===== src/rtl/dk_pkg.sv =====
// Shared types and helpers for the downlink serializer.
// Frame-state enum, frame-length and odd-parity functions.
package dk_pkg;

  typedef enum logic [1:0] {
    IDLE     = 2'd0,
    SEND     = 2'd1,
    WAIT_END = 2'd2
  } dk_state_e;

  // Order bit plus one parity bit per channel word.
  function automatic int frame_len(
    input int nch,
    input int word_w
  );
    return 1 + nch * (word_w + 1);
  endfunction

  // Zero-extension does not change the XOR, so one
  // wide argument serves every word width up to 64.
  function automatic logic odd_par(
    input logic [63:0] w
  );
    return ~^w;
  endfunction

endpackage


===== src/rtl/dk_frame_shift.sv =====
// Frame snapshot and bit selector for the downlink stream.
// Ports: clk/rst, load_i + ch_i/ord_i snapshot, idx_i -> bit_o.
module dk_frame_shift
  import dk_pkg::*;
#(
  parameter int WORD_W = 16,
  parameter int NCH    = 2,
  parameter int CNT_W  = 6
) (
  input  logic                         clk,
  input  logic                         rst,
  input  logic                         load_i,
  input  logic [NCH-1:0][WORD_W-1:0]   ch_i,
  input  logic                         ord_i,
  input  logic [CNT_W-1:0]             idx_i,
  output logic                         bit_o
);

  logic [NCH-1:0][WORD_W-1:0] sh_q;
  logic                       ord_sh_q;

  always_ff @(posedge clk or posedge rst) begin
    if (rst) begin
      sh_q     <= '0;
      ord_sh_q <= 1'b0;
    end else if (load_i) begin
      sh_q     <= ch_i;
      ord_sh_q <= ord_i;
    end
  end

  logic [WORD_W-1:0] word;
  int                ch;
  int                pos;

  // Index 0 is the order bit; the rest splits into
  // channel (quotient) and bit slot (remainder), where
  // slot WORD_W is the parity bit.
  always_comb begin
    bit_o = ord_sh_q;
    word  = '0;
    ch    = 0;
    pos   = 0;
    if (idx_i != '0) begin
      pos = int'(idx_i) - 1;
      ch  = pos / (WORD_W + 1);
      pos = pos % (WORD_W + 1);
      for (int i = 0; i < NCH; i++) begin
        if (i == ch) word = sh_q[i];
      end
      if (pos == WORD_W) begin
        bit_o = odd_par(64'(word));
      end else begin
        bit_o = 1'b0;
        for (int j = 0; j < WORD_W; j++) begin
          if (j == WORD_W - 1 - pos) bit_o = word[j];
        end
      end
    end
  end

endmodule


===== src/rtl/dk_downlink_serializer.sv =====
// Downlink telemetry serializer: live channel words + frame FSM.
// Ports: write/readback, DKSTRT/DKBSNC/DKEND in, serial + status out.
module dk_downlink_serializer
  import dk_pkg::*;
#(
  parameter  int WORD_W = 16,
  parameter  int NCH    = 2,
  localparam int CH_W   = (NCH > 1) ? $clog2(NCH) : 1
) (
  input  logic              clk,
  input  logic              rst,
  input  logic              wr_en,
  input  logic [CH_W-1:0]   wr_ch,
  input  logic [WORD_W-1:0] wr_data,
  input  logic              ord_wr,
  input  logic              ord_val,
  input  logic              dk_start,
  input  logic              dk_bsync,
  input  logic              dk_end,
  output logic              dk_data,
  output logic              dk_bvalid,
  output logic              busy,
  output logic              downrupt,
  output logic              abort,
  output logic              stale,
  input  logic [CH_W-1:0]   rd_ch,
  output logic [WORD_W-1:0] rd_data
);

  localparam int FL    = frame_len(NCH, WORD_W);
  localparam int CNT_W = $clog2(FL + 1);

  logic [NCH-1:0][WORD_W-1:0] ch_q;
  logic                       ord_q;
  logic [NCH-1:0]             fresh_q;
  logic [NCH-1:0]             wr_hit;

  dk_state_e        state_q;
  logic [CNT_W-1:0] cnt_q;
  logic             dk_data_q;
  logic             dk_bvalid_q;
  logic             downrupt_q;
  logic             abort_q;
  logic             stale_q;
  logic             load;
  logic             bit_nxt;

  assign load = (state_q == IDLE) && dk_start;

  always_comb begin
    wr_hit = '0;
    for (int i = 0; i < NCH; i++) begin
      wr_hit[i] = wr_en && (int'(wr_ch) == i);
    end
  end

  always_comb begin
    rd_data = '0;
    for (int i = 0; i < NCH; i++) begin
      if (int'(rd_ch) == i) rd_data = ch_q[i];
    end
  end

  // A write landing on the start edge re-arms its
  // fresh flag for the following frame.
  always_ff @(posedge clk or posedge rst) begin
    if (rst) begin
      ch_q    <= '0;
      ord_q   <= 1'b0;
      fresh_q <= '0;
    end else begin
      for (int i = 0; i < NCH; i++) begin
        if (wr_hit[i]) ch_q[i] <= wr_data;
      end
      if (ord_wr) ord_q <= ord_val;
      fresh_q <= (load ? '0 : fresh_q) | wr_hit;
    end
  end

  dk_frame_shift #(
    .WORD_W (WORD_W),
    .NCH    (NCH),
    .CNT_W  (CNT_W)
  ) u_shift (
    .clk    (clk),
    .rst    (rst),
    .load_i (load),
    .ch_i   (ch_q),
    .ord_i  (ord_q),
    .idx_i  (cnt_q),
    .bit_o  (bit_nxt)
  );

  always_ff @(posedge clk or posedge rst) begin
    if (rst) begin
      state_q     <= IDLE;
      cnt_q       <= '0;
      dk_data_q   <= 1'b0;
      dk_bvalid_q <= 1'b0;
      downrupt_q  <= 1'b0;
      abort_q     <= 1'b0;
      stale_q     <= 1'b0;
    end else begin
      dk_bvalid_q <= 1'b0;
      downrupt_q  <= 1'b0;
      abort_q     <= 1'b0;
      unique case (state_q)
        IDLE: begin
          if (dk_start) begin
            state_q <= SEND;
            cnt_q   <= '0;
            if (!(&fresh_q)) stale_q <= 1'b1;
          end
        end
        SEND: begin
          if (dk_end) begin
            state_q <= IDLE;
            abort_q <= 1'b1;
          end else if (dk_bsync) begin
            dk_data_q   <= bit_nxt;
            dk_bvalid_q <= 1'b1;
            cnt_q       <= cnt_q + 1'b1;
            if (cnt_q == CNT_W'(FL - 1)) begin
              state_q <= WAIT_END;
            end
          end
        end
        WAIT_END: begin
          if (dk_end) begin
            state_q    <= IDLE;
            downrupt_q <= 1'b1;
          end
        end
        default: state_q <= IDLE;
      endcase
    end
  end

  assign dk_data   = dk_data_q;
  assign dk_bvalid = dk_bvalid_q;
  assign downrupt  = downrupt_q;
  assign abort     = abort_q;
  assign stale     = stale_q;
  assign busy      = (state_q != IDLE);

endmodule

===== config.mk =====
export PLATFORM = sky130hd
export DESIGN_NAME = dk_downlink_serializer
export DESIGN_NICKNAME = d
export VERILOG_FILES = /design/src/rtl/dk_pkg.sv /design/src/rtl/dk_frame_shift.sv /design/src/rtl/dk_downlink_serializer.sv
export SDC_FILE = /design/constraint.sdc
export NUM_CORES = 1
export LEC_CHECK = 0
export BUFFER_PORTS_ARGS = -buffer_cell sky130_fd_sc_hd__buf_2
export CAP_MARGIN = 20
export CORE_ASPECT_RATIO = 2
export CORE_UTILIZATION = 50
export DETAILED_ROUTE_END_ITERATION = 10
export PLACE_DENSITY = 0.69
export SLEW_MARGIN = 20
export SYNTH_ARGS = -nofsm -noshare
export SYNTH_HDL_FRONTEND = slang
export SYNTH_SLANG_ARGS = --single-unit

===== constraint.sdc =====
create_clock -name clk -period 15.1 [get_ports clk]
set_clock_uncertainty 0.05 [all_clocks]
set_input_delay 1.51 -clock clk [delete_from_list [all_inputs] [get_ports clk]]
set_output_delay 1.51 -clock clk [all_outputs]
set_load 0.05 [all_outputs]

After elaboration in Yosys (flattened, before gate mapping)
Cells that the tools add are included.
{"block": "totals", "regBits": 81, "inputBits": 26, "output_inout_bits": 22, "wordCells": 103}
{"block": "op_classes", "addsub": 3, "div_mod_pow": 2, "n_eq_ne": 26, "mux": 39, "n_bitwise": 4, "n_reduce_logical": 15}
{"cell": "5-bit by 32-bit equality test with 1-bit output (first input constant)", "count": 8}
{"cell": "4-bit by 32-bit equality test with 1-bit output (first input constant)", "count": 4}
{"cell": "2-bit by 32-bit equality test with 1-bit output (first input constant)", "count": 2}
{"cell": "3-bit by 32-bit equality test with 1-bit output (first input constant)", "count": 2}
{"cell": "32-bit zero test", "count": 2}
{"cell": "16-bit two-way mux", "count": 4}
{"cell": "64-bit XNOR reduction", "count": 1}
{"cell": "32-bit by 6-bit divider with 32-bit output (second input constant)", "count": 1}
{"cell": "32-bit by 6-bit equality test with 1-bit output (second input constant)", "count": 1}
{"cell": "32-bit by 6-bit modulo with 32-bit output (second input constant)", "count": 1}
{"cell": "5-bit by 32-bit subtractor with 32-bit output (first input constant)", "count": 1}
{"cell": "1-bit two-way mux", "count": 24}
{"cell": "6-bit two-way mux", "count": 3}
{"cell": "2-bit two-way mux", "count": 6}
{"cell": "6-bit case mux with 2 select lines", "count": 1}
{"cell": "2-bit != test (second input constant)", "count": 4}
{"cell": "4-bit AND reduction", "count": 2}
{"cell": "6-bit by 1-bit subtractor with 7-bit output (second input constant)", "count": 1}
{"cell": "6-bit by 1-bit adder with 6-bit output (second input constant)", "count": 1}
{"cell": "6-bit equality test (second input constant)", "count": 1}
{"cell": "3-bit != test (second input constant)", "count": 2}
{"cell": "2-bit case mux with 3 select lines", "count": 1}
{"cell": "3-bit AND reduction", "count": 2}
{"cell": "6-bit nonzero test", "count": 1}
{"cell": "8 further kinds", "count": 13}

Logic depth before layout (Yosys ltp)
Gate-level depths: netlist (run 1).
{"block": "logic_depth", "ltp_word": 24, "mapped_depth": 35, "depth_no_buf": 30}

By module
From an unflattened synthesis (run 1), not the netlist that was laid out.
{"block": "unflattened", "hier_cells": 513, "hier_area_um2": 5295.1}
{"mod": "dk_frame_shift", "n_inst": 1, "cells_per_inst": 346, "area_each_um2": 3088.0, "seq_area_each_um2": 825.8}
{"mod": "dk_downlink_serializer", "n_inst": 1, "cells_per_inst": 167, "area_each_um2": 2207.1, "seq_area_each_um2": 1201.2}

Worst setup path after synthesis (run 1)
OpenSTA, ideal clock, no wires.
{"block": "synth_timing", "kind": "register to register", "from": "register cnt_q[0]", "to": "register dk_data_q (netlist: dk_data)", "setup_time_ns": 0.080, "arrival_time_ns": 6.515, "required_ns": 14.970, "slack_ns": 8.455, "stages_incl_launch_ff": 34, "n_path_buf": 5, "synth_period_minus_slack_ns": 6.645, "path_cell_list": "dfrtp_1 > buf_6 > clkbuf_1 > clkbuf_1 > inv_1 > ha_1 > clkbuf_1 > nor2b_1 > nand2_1 > xor2_1 > ha_1 > or2_2 > a211oi_2 > o211a_1 > nor2_1 > xnor2_1 > ha_1 > inv_1 > nor2_1 > a32oi_4 > o21ai_4 > a21boi_0 > or2_1 > buf_6 > ha_1 > nor2_1 > xor2_1 > a211oi_2 > nor2_1 > a311oi_1 > a32o_1 > a2111oi_4 > nand3_1 > o211ai_2"}
{"block": "synth_via", "elab_chain_len": 24, "elab_cells_between_ends": 46, "classes_between": "add/sub (2); div (2); eq/ne (17); mux (21); reduce/logical (4)"}
{"element": "from (decl)", "line": "dk_downlink_serializer.sv:39", "text": "logic [CNT_W-1:0] cnt_q;"}
{"element": "from (signal assigned)", "line": "dk_downlink_serializer.sv:122", "text": "cnt_q <= cnt_q + 1'b1;"}
{"element": "parallel branches: the longest is 23 deep, another holds 32-bit by 6-bit modulo with 32-bit output"}
{"element": "1-bit two-way mux (*)", "line": "dk_frame_shift.sv:44", "text": "if (idx_i != '0) begin"}
{"element": "to (signal assigned)", "line": "dk_downlink_serializer.sv:120", "text": "dk_data_q <= bit_nxt;"}
{"element": "to (decl)", "line": "dk_downlink_serializer.sv:40", "text": "logic dk_data_q;"}
Every way passes the cells marked *. The select of a mux whose other input is x is not followed.
A chain may end at the register's enable or synchronous reset.

Worst setup path after layout (run 1)
Ends and elaborated chain as after synthesis.

==> flow_metrics.tcl, run 1 <==
set metrics [dict create \
    syn-mean-instance-area_um2 10.50 \
    fmax_mhz 123.4 \
    period_share 0.5365 \
    rsz0062_at_grt "false" \
    die-width_um 75.24 \
    vdd_drop_max_mv 0.1459 \
    worst_slack_ns 6.999 \
    synthCells 511 \
    yosysSeqAreaShare 0.3779 \
    clock_latency_ns 0.34 \
    syn_area_um2 5364 \
    synth-edff-count 0 \
    hpwl_um 11070 \
    port_buffers 47 \
    yosys.area.top_type "dfrtp_1" \
    max_stage_delay_ns 0.98 \
    die_height_um 148.5 \
    crit_fanout 30 \
    grt_util_all_layers 0.2828 \
    fin_util 0.5737 \
    numClockSinks 81 \
    p_clk_frac 0.151 \
    firstDrtPassIters 5 \
    switching_share 0.4875 \
    hold_viol 0 \
    p_leak_nw 2.496 \
    synth_top_cell_area_share 0.3779 \
    power.density_nw_per_um2 256.2 \
    via_count 4251 \
    path_clk_slew_ns 0.07 \
    synthFlopType "dfrtp_1" \
    pre_cts_ws_ns 7.122 \
    arrival_ns 8.32 \
    drc 0 \
    drt-met1-wl_um 4982 \
    dr_wl_met2_um 8071 \
    grt_first_pass_wirelength_um 23120 \
    wl_met3_um 466 \
    grt_start_max_net_pins 82 \
    ys_ff_latch 81 \
    clock_path_buffers 2 \
    root_buffer "clkbuf_16" \
    grt_pass1_vias 4418 \
    slew_violations 0 \
    die-area_um2 11170 \
    slew_headroom 0.3612 \
    drt-initial-drc-count 212 \
    worst_path_most_repeated_cell "ha_1" \
    worstMarginPinSlew_ns 0.9583 \
    cp-end-kind "register" \
    min_path_type "register to register" \
    core_um2 10480 \
    cts.htree.levels 3 \
    n_antenna_cell 0 \
    worstSetupPathType "register to register" \
    area_delta_synth_final_pct 12.06 \
    required_ns 15.31 \
    antenna_found_initial 0 \
    gp_congestion 1.001 \
    avgRoutedWirePerCell_um 21.14 \
    cts.repair.resized 0 \
    numCtsBuffers 9 \
    rows 53 \
    power_frac_comb 0.645 \
    switching_power_mw 0.7508 \
    ys_warn_count 0 \
    synthTopCellsByArea "dfrtp_1, mux2_2, xnor2_1" \
    start_util 0.5119 \
    status "finished, final reports clean" \
    totalWireLength_um 14550 \
    top_layer_used "met4" \
    synth_nets 547 \
    post-cts-setup-buffers 0 \
    layout-drive-gt1-share 0.3394 \
    setup_violations 0 \
    maxCapViolations 0 \
    cts_tree "built" \
    grt_overflow 0 \
    io_pins 48 \
    ant_nets 0 \
    layout.nets 582 \
    start_kind "register" \
    crit_path_top_delay_cell "dfrtp_1" \
    p_int_mw 0.7893 \
    synthArstFlopShare 1.000 \
    synth.distinct_cells 89 \
    cts_hold_buf 0 \
    totalNegativeSetupSlack_ns 0 \
    post_drt_via_cell_ratio 6.179 \
    post-route-min-period_ns 8.101 \
    p_seq_frac 0.204 \
]
layout by cell type, fill, tap and decap left out, drive strengths merged, types with 3 or more instances in the layout:
cell    netlist  routed
and2          4       4
nor4          5       5
or2           7       7
dfrtp        81      81
a31oi         6       6
nor3b         4       4
and3          5       5
o31ai         3       3
nand2        27      27
nor3         10      10
clkbuf       16       9
mux2i         6       6
xor2         11      11
nor2         27      27
o22ai         3       3
a21oi        29      29
nand4         6       6
o21ai        21      21
a221oi        3       3
nor2b        10      10
xnor2        21      21
clkinv        1       3
inv          16      19
o2111a        3       3
o211ai        4       4
nand3         6       6
nand2b        5       5
ha           10      10
buf          10      50
a211oi       11      11
mux2         83      83
a21o          5       5
or3           3       3
o21a          6       6
a22oi         5       5
layer usage:
| metal | GRT usage | up-vias |
|---|---|---|
| met5 | 0 | - |
| met4 | 0.1972 | 0 |
| met3 | 0.04268 | 59 |
| met2 | 0.5099 | 131 |
| met1 | 0.2823 | 2098 |
| li1 | - | 1963 |
area by class of cell:
type / count / area (um^2)
clock inverters: 7 / 93.84
repair buffers: 50 / 281.5
clock buffers: 9 / 225.2
flip-flops and latches: 81 / 2027
multi-input cells: 387 / 3144
fillers: 973 / 4467
inverters: 17 / 67.56
well taps: 137 / 171.4
cells in the mapped netlist (all sizes together), types with 6 or more instances:
cell / number
mux2: 83
dfrtp: 81
a21oi: 29
nand2: 27
nor2: 27
o21ai: 21
xnor2: 21
clkbuf: 16
inv: 16
a211oi: 11
xor2: 11
buf: 10
ha: 10
nor2b: 10
nor3: 10
or2: 7
a31oi: 6
mux2i: 6
nand3: 6
nand4: 6
o21a: 6
per-stage QoR:
stage	total power [mW]	area, um^2	instances	hold WS, ns
floorplan	1.074	5364	511	0.4223
global placement	1.282	5660	671	0.3868
global route	1.633	6011	688	0.4623
finish	1.540	6011	688	0.4229
detailed placement	1.286	5660	671	0.4149
CTS	1.525	5979	687	0.4318
power groups by stage:
stage | registers (mW) | logic (mW) | clock network (mW)
after CTS | 0.313 | 0.975 | 0.237
after global routing | 0.321 | 1.07 | 0.244
final | 0.314 | 0.993 | 0.232
after detailed placement | 0.317 | 0.968 | 0
after floorplan | 0.300 | 0.773 | 0
after global placement | 0.315 | 0.967 | 0
flip-flops by register name, summed over array words and instances, names as in the netlist:
register          count
dk_data               1
ord_q                 1
ch_q                 32
cnt_q                 6
stale                 1
dk_bvalid             1
state_q               2
u_shift.sh_q         32
downrupt              1
abort                 1
fresh_q               2
u_shift.ord_sh_q      1
final timing paths:
path / startpoint / endpoint / slack, ns / depth (start not counted)
min in group asynchronous: rst / ch_q[14] / 1.29 / 3
max in group asynchronous: rst / u_shift.sh_q[17] / 13.18 / 3
worst max-delay path: cnt_q[0] / dk_data / 7.00 / 30
worst min register to register: stale / stale / 0.42 / 1
worst min-delay path: stale / stale / 0.42 / 1
worst max register to register: cnt_q[0] / dk_data / 7.00 / 30
cell families after synthesis:
logic type,count (synthesis),synth area share
buffers and inverters,43,0.03732
AOI/OAI and AO/OA,128,0.1862
adders and majority gates,10,0.02333
and+or+nand+nor,127,0.1313
muxes,90,0.1903
DFF,81,0.3779
xor gates and xnor gates,32,0.05365
worst max-delay path: cells and delay by family (launching register included):
kind                     cells  cell delay, ns
AO/OA/AOI/OAI               11            2.47
XOR/XNOR                     1            0.42
adder cells (fa/ha/maj)      4            1.22
buffers and inverters        5            0.66
flip-flops                   1            0.98
AND/OR/NAND/NOR              9            2.24
No activity file was read; power rests on OpenSTA's default activity.
==> run 2, diff against run 1 <==
- PLACE_DENSITY: 0.69 -> 0.72
- clock period: 15.1 -> 7.34 ns (I/O delays scaled with it)
==> flow_metrics.tcl, run 2 (same netlist as run 1, synthesis figures left out) <==
set metrics [dict create \
    grt_start_max_net_pins 82 \
    io_pins 48 \
    drc 0 \
    gp_congestion 0.9404 \
    start_kind "register" \
    numClockSinks 81 \
    avgRoutedWirePerCell_um 20.72 \
    path_clk_slew_ns 0.07 \
    worstSetupPathType "register to register" \
    vdd_drop_max_mv 0.2866 \
    fmax_mhz 145.0 \
    start_util 0.5119 \
    wl_met3_um 524 \
    layout.nets 590 \
    layout-drive-gt1-share 0.3596 \
    drt-met1-wl_um 4985 \
    crit_fanout 13 \
    slew_violations 0 \
    p_int_mw 1.700 \
    period_share 0.9398 \
    min_path_type "register to register" \
    power.density_nw_per_um2 537.3 \
    worstMarginPinSlew_ns 0.9325 \
    crit_path_top_delay_cell "dfrtp_1" \
    firstDrtPassIters 5 \
    drt-initial-drc-count 232 \
    fin_util 0.5805 \
    post-route-min-period_ns 6.898 \
    slew_headroom 0.3783 \
    cts_hold_buf 0 \
    grt_overflow 0 \
    totalWireLength_um 14420 \
    p_seq_frac 0.194 \
    cp-end-kind "register" \
    switching_share 0.4799 \
    status "finished, final reports clean" \
    numCtsBuffers 9 \
    die-width_um 75.24 \
    required_ns 7.55 \
    hpwl_um 10880 \
    p_leak_nw 2.537 \
    cts_tree "built" \
    layout_common_cells "mux2_2, dfrtp_1, buf_2" \
    rows 53 \
    antenna_found_initial 0 \
    root_buffer "clkbuf_16" \
    arrival_ns 7.11 \
    maxCapViolations 0 \
    dr_wl_met2_um 7970 \
    grt_pass1_vias 4306 \
    p_clk_frac 0.142 \
    grt_util_all_layers 0.2838 \
    die_height_um 148.5 \
    cts.htree.levels 3 \
    switching_power_mw 1.568 \
    top_layer_used "met4" \
    grt_first_pass_wirelength_um 22910 \
    max_stage_delay_ns 0.51 \
    power_frac_comb 0.664 \
    n_antenna_cell 0 \
    reg_top3 "ch_q: 32 flops, u_shift.sh_q: 32 flops, cnt_q: 6 flops" \
    clock_path_buffers 2 \
    post_drt_via_cell_ratio 6.089 \
    clock_latency_ns 0.34 \
    rsz0062_at_grt "false" \
    via_count 4238 \
    die-area_um2 11170 \
    core_um2 10480 \
    layout_commonest_cell "mux2_2" \
    ant_nets 0 \
    hold_viol 0 \
    setup_violations 0 \
    port_buffers 47 \
    totalNegativeSetupSlack_ns 0 \
    area_delta_synth_final_pct 13.39 \
]
[run 2: final cells by class]
cell class | instances | area (um^2)
inverters | 17 | 67.56
well taps | 137 | 171.4
repair buffers | 58 | 334.1
clock inverters | 5 | 60.06
clock buffers | 11 | 252.7
multi-input cells | 387 | 3169
fillers | 957 | 4395
flip-flops and latches | 81 | 2027
[run 2: power by group through the flow]
stage	Combinational, mW	Sequential (mW)	Clock (mW)
4_1_cts	2.07	0.632	0.476
3_5_place_dp	2.05	0.639	0
5_1_grt	2.33	0.649	0.490
3_3_place_gp	2.03	0.634	0
2_1_floorplan	1.59	0.618	0
6_report	2.17	0.633	0.464
[run 2: critical path, delay by kind of cell (launching register included)]
kind	cells	cell delay [ns]
simple gates	9	1.41
xor+xnor	3	0.67
flops	1	0.51
fa+ha+maj	4	1.37
mux	1	0.46
compound gates	8	1.69
buf+inv	4	0.63
[run 2: through the flow]
| stage | instance area, um^2 | hold slack [ns] | setup slack, ns | total power [mW] | cells |
|---|---|---|---|---|---|
| after global routing | 6082 | 0.4409 | 0.03927 | 3.471 | 696 |
| after CTS | 6026 | 0.4162 | 0.1312 | 3.175 | 693 |
| after detailed placement | 5705 | 0.4037 | 0.03031 | 2.686 | 677 |
| final | 6082 | 0.4120 | 0.4420 | 3.268 | 696 |
| after floorplan | 5364 | 0.4223 | 0.6945 | 2.209 | 511 |
| after global placement | 5705 | 0.3851 | 0.2354 | 2.663 | 677 |
[run 2: worst paths after layout]
path / start / end / slack [ns] / cells after the start
setup / recovery: cnt_q[1] / dk_data / 0.44 / 29
min in group asynchronous: rst / stale / 0.51 / 3
setup reg to reg: cnt_q[1] / dk_data / 0.44 / 29
hold / removal: stale / stale / 0.41 / 1
hold reg to reg: stale / stale / 0.41 / 1
max in group asynchronous: rst / u_shift.sh_q[19] / 6.21 / 3
[run 2: what timing repair did]
item                                    in CTS  in global routing
endpoints found under the setup margin       1                  1
resized for setup                            1                  6
pin swaps                                    0                  1
gates cloned                                 0                  0
buffers inserted                             0                  2
hold endpoints to repair                     0                  0
[run 2: layer usage]
layer  GRT usage  vias to the layer above
met1      0.2858                     2081
met5           0                        -
met2      0.5014                      132
met4      0.2019                        0
met3     0.05149                       45
li1            -                     1980
